--- src/rtl/msg_bram_writer.sv ---
// Packs 4-bit display codes (first code in [3:0]) into 16-bit words written to BRAM port A; write lands 1 cycle after the 4th nibble or msg_end.
// nib_ready drops during the write cycle and while full; `define MSG_CLEAR_EN pads the whole memory with PAD on start before filling.
module msg_bram_writer #(
  parameter int         ADDR_W = 4,
  parameter logic [3:0] PAD    = 4'hF
) (
  input  logic              clk,
  input  logic              reset_n,
  input  logic              start,
  input  logic              nib_valid,
  input  logic [3:0]        nib_data,
  output logic              nib_ready,
  input  logic              msg_end,
  output logic              bram_ena,
  output logic              bram_we,
  output logic [ADDR_W-1:0] bram_addr,
  output logic [15:0]       bram_din,
  output logic [ADDR_W:0]   word_count,
  output logic              full,
  output logic              done
);

  localparam int DEPTH = 2 ** ADDR_W;
  localparam logic [ADDR_W-1:0] LAST_ADDR = ADDR_W'(DEPTH - 1);

`ifdef MSG_CLEAR_EN
  typedef enum logic [2:0] {IDLE, FILL, WRITE, FULL, CLEAR} state_t;
`else
  typedef enum logic [1:0] {IDLE, FILL, WRITE, FULL} state_t;
`endif

  state_t              state, state_n;
  logic [1:0]          slot, slot_n;
  logic [15:0]         shadow, shadow_n;
  logic                last, last_n;
  logic [ADDR_W-1:0]   addr_q, addr_n;
  logic [ADDR_W:0]     wc_q, wc_n;
  logic                full_q, full_n;
  logic                done_q, done_n;

  logic                accept;
  logic [2:0]          eff_cnt;
  logic [15:0]         ins, padded;
  logic                writing;

  always_ff @(posedge clk or negedge reset_n) begin
    if (!reset_n) begin
      state  <= IDLE;
      slot   <= '0;
      shadow <= '0;
      last   <= 1'b0;
      addr_q <= '0;
      wc_q   <= '0;
      full_q <= 1'b0;
      done_q <= 1'b0;
    end else begin
      state  <= state_n;
      slot   <= slot_n;
      shadow <= shadow_n;
      last   <= last_n;
      addr_q <= addr_n;
      wc_q   <= wc_n;
      full_q <= full_n;
      done_q <= done_n;
    end
  end

  always_comb begin
    state_n  = state;
    slot_n   = slot;
    shadow_n = shadow;
    last_n   = last;
    addr_n   = addr_q;
    wc_n     = wc_q;
    full_n   = full_q;
    done_n   = 1'b0;

    accept = (state == FILL) && nib_valid;
    ins = shadow;
    ins[{slot, 2'b00} +: 4] = nib_data;
    eff_cnt = {1'b0, slot} + {2'b00, accept};
    // msg_end may coincide with a nibble; pad only slots beyond everything accepted
    padded = accept ? ins : shadow;
    for (int i = 0; i < 4; i++) begin
      if (3'(i) >= eff_cnt) padded[i*4 +: 4] = PAD;
    end

    if (start) begin
      // Highest priority in every state; a WRITE in progress still completes this cycle
`ifdef MSG_CLEAR_EN
      state_n = CLEAR;
`else
      state_n = FILL;
`endif
      slot_n   = '0;
      shadow_n = '0;
      last_n   = 1'b0;
      addr_n   = '0;
      wc_n     = '0;
      full_n   = 1'b0;
    end else begin
      case (state)
        FILL: begin
          if (msg_end) begin
            if (eff_cnt == 3'd0) begin
              state_n = IDLE;
              done_n  = 1'b1;
            end else begin
              shadow_n = padded;
              last_n   = 1'b1;
              state_n  = WRITE;
            end
          end else if (accept) begin
            shadow_n = ins;
            slot_n   = slot + 2'd1;
            if (slot == 2'd3) state_n = WRITE;
          end
        end
        WRITE: begin
          slot_n   = '0;
          shadow_n = '0;
          last_n   = 1'b0;
          wc_n     = wc_q + (ADDR_W+1)'(1);
          if (last) begin
            state_n = IDLE;
            done_n  = 1'b1;
          end else if (addr_q == LAST_ADDR) begin
            state_n = FULL;
            full_n  = 1'b1;
          end else begin
            addr_n  = addr_q + ADDR_W'(1);
            state_n = FILL;
          end
        end
        FULL: begin
          if (msg_end) begin
            state_n = IDLE;
            done_n  = 1'b1;
          end
        end
`ifdef MSG_CLEAR_EN
        CLEAR: begin
          if (addr_q == LAST_ADDR) begin
            addr_n  = '0;
            state_n = FILL;
          end else begin
            addr_n = addr_q + ADDR_W'(1);
          end
        end
`endif
        default: ;
      endcase
    end
  end

`ifdef MSG_CLEAR_EN
  assign writing  = (state == WRITE) || (state == CLEAR);
  assign bram_din = (state == WRITE) ? shadow : ((state == CLEAR) ? {4{PAD}} : 16'h0000);
`else
  assign writing  = (state == WRITE);
  assign bram_din = (state == WRITE) ? shadow : 16'h0000;
`endif

  assign nib_ready  = (state == FILL);
  assign bram_ena   = writing;
  assign bram_we    = writing;
  assign bram_addr  = addr_q;
  assign word_count = wc_q;
  assign full       = full_q;
  assign done       = done_q;

endmodule

--- config.mk ---
export PLATFORM = sky130hd
export DESIGN_NAME = msg_bram_writer
export DESIGN_NICKNAME = d
export VERILOG_FILES = /design/src/rtl/msg_bram_writer.sv
export SDC_FILE = /design/constraint.sdc
export NUM_CORES = 1
export LEC_CHECK = 0
export ABC_AREA = 1
export CAP_MARGIN = 30
export CORE_ASPECT_RATIO = 1.25
export CORE_UTILIZATION = 30
export CTS_BUF_LIST = sky130_fd_sc_hd__clkbuf_16
export DETAILED_ROUTE_END_ITERATION = 10
export HOLD_SLACK_MARGIN = 0.12
export PLACE_DENSITY_LB_ADDON = 0.12
export SKIP_CTS_REPAIR_TIMING = 1
export SLEW_MARGIN = 20
export SYNTH_ARGS = -nofsm -noshare
export SYNTH_HDL_FRONTEND = slang
export SYNTH_SLANG_ARGS = --single-unit
--- constraint.sdc ---
create_clock -name clk -period 2 [get_ports clk]
set_input_delay 0.4 -clock clk [delete_from_list [all_inputs] [get_ports clk]]
set_output_delay 0.4 -clock clk [all_outputs]
set_load 0.05 [all_outputs]
=== After elaboration in Yosys (flattened, before gate mapping) ===
Index checks and enable logic that the tools add are counted.

* Output and inout bits: 30
* Register bits: 32
* Input port bits: 9
* Word-level logic and storage cells: 90

* Reduce and logical (&&, ||, !) cells: 12
* Equality and inequality tests: 15
* Shifts and indexed selects: 2
* Add/sub/neg operators: 5
* Magnitude comparators: 4
* Mux-type cells: 44

{| class="wikitable"
|+ Operators by type and width
! cell !! count
|-
| 16-bit two-way mux || 5
|-
| 4-bit two-way mux || 8
|-
| 16-bit one-hot mux with 2 select lines || 1
|-
| 2-bit two-way mux || 11
|-
| 16-bit bitwise mux || 1
|-
| 4-bit by 6-bit variable shift with 16-bit output (first input constant) || 1
|-
| 4-bit by 6-bit indexed part select with 16-bit output || 1
|-
| 1-bit two-way mux || 12
|-
| 3-bit AND reduction || 4
|-
| 5-bit two-way mux || 2
|-
| 3-bit != test (second input constant) || 3
|-
| 4-bit by 2-bit != test with 1-bit output (second input constant) || 2
|-
| 2-bit == test (second input constant) || 3
|-
| 1-bit by 3-bit >= comparator with 1-bit output (first input constant) || 2
|-
| 2-bit by 3-bit >= comparator with 1-bit output (first input constant) || 2
|-
| 3-bit by 2-bit != test with 1-bit output (second input constant) || 2
|-
| 4-bit negator with 6-bit output || 1
|-
| 2-bit one-hot mux with 3 select lines || 1
|-
| 5-bit by 1-bit adder with 5-bit output (second input constant) || 1
|-
| 4-bit by 1-bit adder with 4-bit output (second input constant) || 1
|-
| 4-bit == test (second input constant) || 1
|-
| 2-bit != test (second input constant) || 2
|-
| 4-bit != test (second input constant) || 1
|-
| 2-bit one-hot mux with 2 select lines || 1
|-
| 12 further kinds || 13
|}

=== Depth between registers and ports, before layout ===
* Depth after elaboration: 9
* Mapped depth: 13
* Gate-level depth less buffers: 13

=== Worst setup path before layout ===
Ideal clock, no wire load.

* Path kind: register to register
* From: reg state[0]
* To: reg shadow[2]
* Path buffers: 2
* Library setup time: 116 ps
* Cell stages (with the launch flop): 14
* Required time: 1884 ps
* Path slack: 28 ps
* Arrival time: 1856 ps
* Period minus slack after synthesis: 1972 ps
* Cells stage by stage: dfrtp_1 -> buf_4 -> nand3_1 -> inv_1 -> ha_1 -> inv_1 -> ha_1 -> nor2_1 -> nand2_2 -> nand2_4 -> nor2_8 -> buf_6 -> nand2_1 -> nand2_1

* Cells in the longest elaborated chain, start to end: 9
* Elaborated cells on any way between the ends: 15
* Those cells by class: 1 x add/sub; 1 x order compare; 3 x eq/ne; 6 x mux; 4 x reduce/logical

{| class="wikitable"
|+ RTL lines
! item !! RTL line !! text
|-
| start, declared || 32 || <nowiki>state_t state, state_n;</nowiki>
|-
| start signal, assigned || 57 || <nowiki>state <= state_n;</nowiki>
|-
| 2-bit by 1-bit == test with 1-bit output || 78, 102 ||
|-
| 1-bit logical AND || 78 || <nowiki>accept = (state == FILL) && nib_valid;</nowiki>
|-
| 2-bit by 1-bit adder with 3-bit output || 81 || <nowiki>eff_cnt = {1'b0, slot} + {2'b00, accept};</nowiki>
|-
| 1-bit by 3-bit >= comparator with 1-bit output || 85 || <nowiki>if (3'(i) >= eff_cnt) padded[i*4 +: 4] = PAD;</nowiki>
|-
| 4-bit two-way mux || 85 ||
|-
| 16-bit two-way mux || 105 || <nowiki>if (eff_cnt == 3'd0) begin</nowiki>
|-
| 16-bit two-way mux || 104 || <nowiki>if (msg_end) begin</nowiki>
|-
| 16-bit one-hot mux with 2 select lines || 102 || <nowiki>case (state)</nowiki>
|-
| 16-bit two-way mux || 88 || <nowiki>if (start) begin</nowiki>
|-
| end signal, assigned || 59 || <nowiki>shadow <= shadow_n;</nowiki>
|-
| end, declared || 34 || <nowiki>logic [15:0] shadow, shadow_n;</nowiki>
|}

Parallel ways exist; a longest one is shown, timed or not. The select of a mux whose other input is x is not followed.
A chain may end at the register's enable or synchronous reset.

=== Final worst setup path ===
* From: reg state[0]
* To: out bram_din[1]

* Cells in the longest elaborated chain, start to end: 2

{| class="wikitable"
|+ RTL lines
! item !! RTL line !! text
|-
| 2-bit == test || 161 || <nowiki>assign bram_din = (state == WRITE) ? shadow : 16'h0000;</nowiki>
|-
| 16-bit two-way mux || 161 ||
|-
| end, declared || 17 || <nowiki>output logic [15:0] bram_din,</nowiki>
|}

Every way passes these cells.

==> summary.md <==
| Metric | Value |
|---|---|
| Most frequent cells in the layout | nand2_1, inv_1, nor2_1 |
| Final hold violations | 0 |
| Arrival time at the worst endpoint | 1.52 ns |
| Pre-CTS setup slack | -0.4852 ns |
| Critical Path Fanout Max | 20 |
| Mapped Nets | 333 |
| CTS tree | built |
| IO Pins | 39 |
| Drt initial violations | 75 |
| CP startpoint kind | flip-flop |
| Worst Tran Pin Value | 0.5040 ns |
| GPL Wtd Cong | 0.8544 |
| Skew-Pair Late Insertion Delay | 0.28 ns |
| Overall Global Routing Usage | 15.79% |
| Largest net degree at the start of global routing | 33 |
| Synth Cell Area | 0.002146 mm^2 |
| Status | finished clean |
| Post-synthesis sequential area ratio | 37.32% |
| Row count | 34 |
| Mapped Cells | 312 |
| Multi-input combinational cell area | 0.001199 mm^2 |
| Worst setup path class | flip-flop to output port |
| Fin. max-slew vios | 0 |
| First-pass GRT wire length | 9142 um |
| DR pass1 iterations | 4 |
| Peak VDD IR | 0.0003594 V |
| Clock skew | 0.002492 ns |
| Final setup violation count | 0 |
| Total gr overflow | 0 |
| Asr flop ratio synth | 100.0% |
| Antenna-violating nets left | 0 |
| Max cap viols | 0 |
| DP Cell Count | 453 |
| Antenna cell count | 0 |
| Synthesized area per cell | 6.878 um^2 |
| Num CTS Buffers | 5 |
| Core footprint | 0.006934 mm^2 |
| Vias per Instance | 4.478 |
| Final min period | 1.920 ns |
| Worst hold path class | flip-flop to flip-flop |
| Synth top area cells | dfrtp_1, nand2_1, nor2_1 |
| Worst EP required | 1.60 ns |
| Bufs on Longest Clock Path | 2 |
| Final Util | 45.33% |
| Vias | 2069 |
| FMAX | 520.9 MHz |
| Port Buffers | 38 |
| Final nets | 393 |
| Commonest non-fill, non-tap cell in the layout | nand2_1 |
| Die height | 96.56 um |
| Top_reg_cell synth | dfrtp_1 |
| Post-synth top area share | 37.32% |
| CP endpoint kind | output port |
| FF+latch count, synth | 32 |
| Non-Filler Instances | 462 |
| CTS H-tree lvls | 2 |
| Initial Util | 30.95% |
| PwrDens | 640.9 mW/mm^2 |
| Clock slew at reported path FFs | 0.05 ns |
| Fillers | 727 |
| Die width | 77.65 um |
| Min setup slack post-route | 0.08011 ns |
| Post-synth EDFFs | 0 |
| Slew HR | 66.29% |
| RSZ-0062 raised after global routing | yes |
| R2R setup slack | 0.19 ns |
| Period utilization | 95.99% |
| Initial antenna violation count | 0 |
| Synth warnings | 0 |
| CTS sink cnt | 32 |
| P&R area growth vs syn | 46.47% |
| Die area | 0.007497 mm^2 |
| Root buf cell | clkbuf_16 |
| Storage cell area | 800.8 um^2 |
| DP Wirelength | 4013 um |
| WL final | 5384 um |
| Drt drc | 0 |
| Netlist cell types | 24 |
| Share of layout cells above drive strength 1 | 20.97% |
| Vias in the first global route | 2055 |
| Leading area contributor after synthesis | dfrtp_1 |
| Routed length per instance | 11.65 um |
| Leakage power | 0.001583 uW |
[sequential cells by signal, summed over array words and instances, names as in the netlist]
| register | cells |
|---|---|
| shadow | 16 |
| word_count | 5 |
| bram_addr | 4 |
| slot | 2 |
| state | 2 |
| done | 1 |
| full | 1 |
| last | 1 |
[layer usage]
layer  up-vias  track usage (%)  wire length (um)  part of all wire (%)
li1       1071                -                 -                     -
met1       954            16.82              2309                    43
met2        34            30.97              2816                    52
met3        10            2.441               165                   3.1
met4         0            6.447                93                   1.7
met5         -                0                 0                     0
[worst max-delay path: stages, from the launching register on]
cell     delay (ns)
dfrtp_1        0.38
buf_4          0.19
inv_2          0.09
nand2_4        0.18
nor2_1         0.24
buf_12         0.17
[kinds of logic (layout without fill, tap and decap cells)]
family	Yosys count	after routing	synth area share, %
and+or+nand+nor	193	194	39.77
buffers and inverters	54	113	10.67
DFF	32	32	37.32
AOI/OAI and AO/OA	21	21	5.248
adders and majority gates	12	12	6.997
[area by class of cell]
class / instances / area share, %
clock buffer: 5 / 3.981
sequential: 32 / 25.48
inverter: 48 / 5.812
multi-input combinational: 227 / 38.14
tap: 90 / 3.583
clock inverter: 2 / 0.2389
timing repair buffer: 58 / 22.77
[metrics by stage]
stage | hold slack [ns] | TNS, ns | cell area, um^2 | power [uW]
2_1_floorplan | 0.1044 | 0 | 2146 | 1076
3_3_place_gp | 0.4539 | -7.045 | 2918 | 1276
3_5_place_dp | 0.4596 | -8.095 | 2918 | 1279
4_1_cts | 0.4729 | -4.375 | 3050 | 1995
5_1_grt | 0.4877 | -0.04901 | 3143 | 2116
6_report | 0.4663 | 0 | 3143 | 2014
[report_power, final]
part / total [uW] / internal, uW / switching, uW
sequential: 739 / 705 / 33.4
combinational: 562 / 209 / 353
clock: 714 / 445 / 269
[Yosys cell counts (all sizes together) (5+ instances only)]
master	number
nand2	113
nor2	53
inv	48
dfrtp	32
nand3	17
o21ai	13
ha	12
nand4	8
a21oi	5
buf	5
[worst paths after layout]
check / startpoint / to / depth (start not counted)
worst min register to register: shadow[5]$_DFFE_PN0P_ / shadow[5]$_DFFE_PN0P_ / 2
max in group asynchronous: reset_n / state[0]$_DFFE_PN0P_ / 2
worst max register to register: state[1]$_DFFE_PN0P_ / shadow[3]$_DFFE_PN0P_ / 13
min in group asynchronous: reset_n / shadow[13]$_DFFE_PN0P_ / 2
worst max-delay path: state[0]$_DFFE_PN0P_ / bram_din[1] / 5
worst min-delay path: shadow[5]$_DFFE_PN0P_ / shadow[5]$_DFFE_PN0P_ / 2
Power figures use the tool's default switching activity.
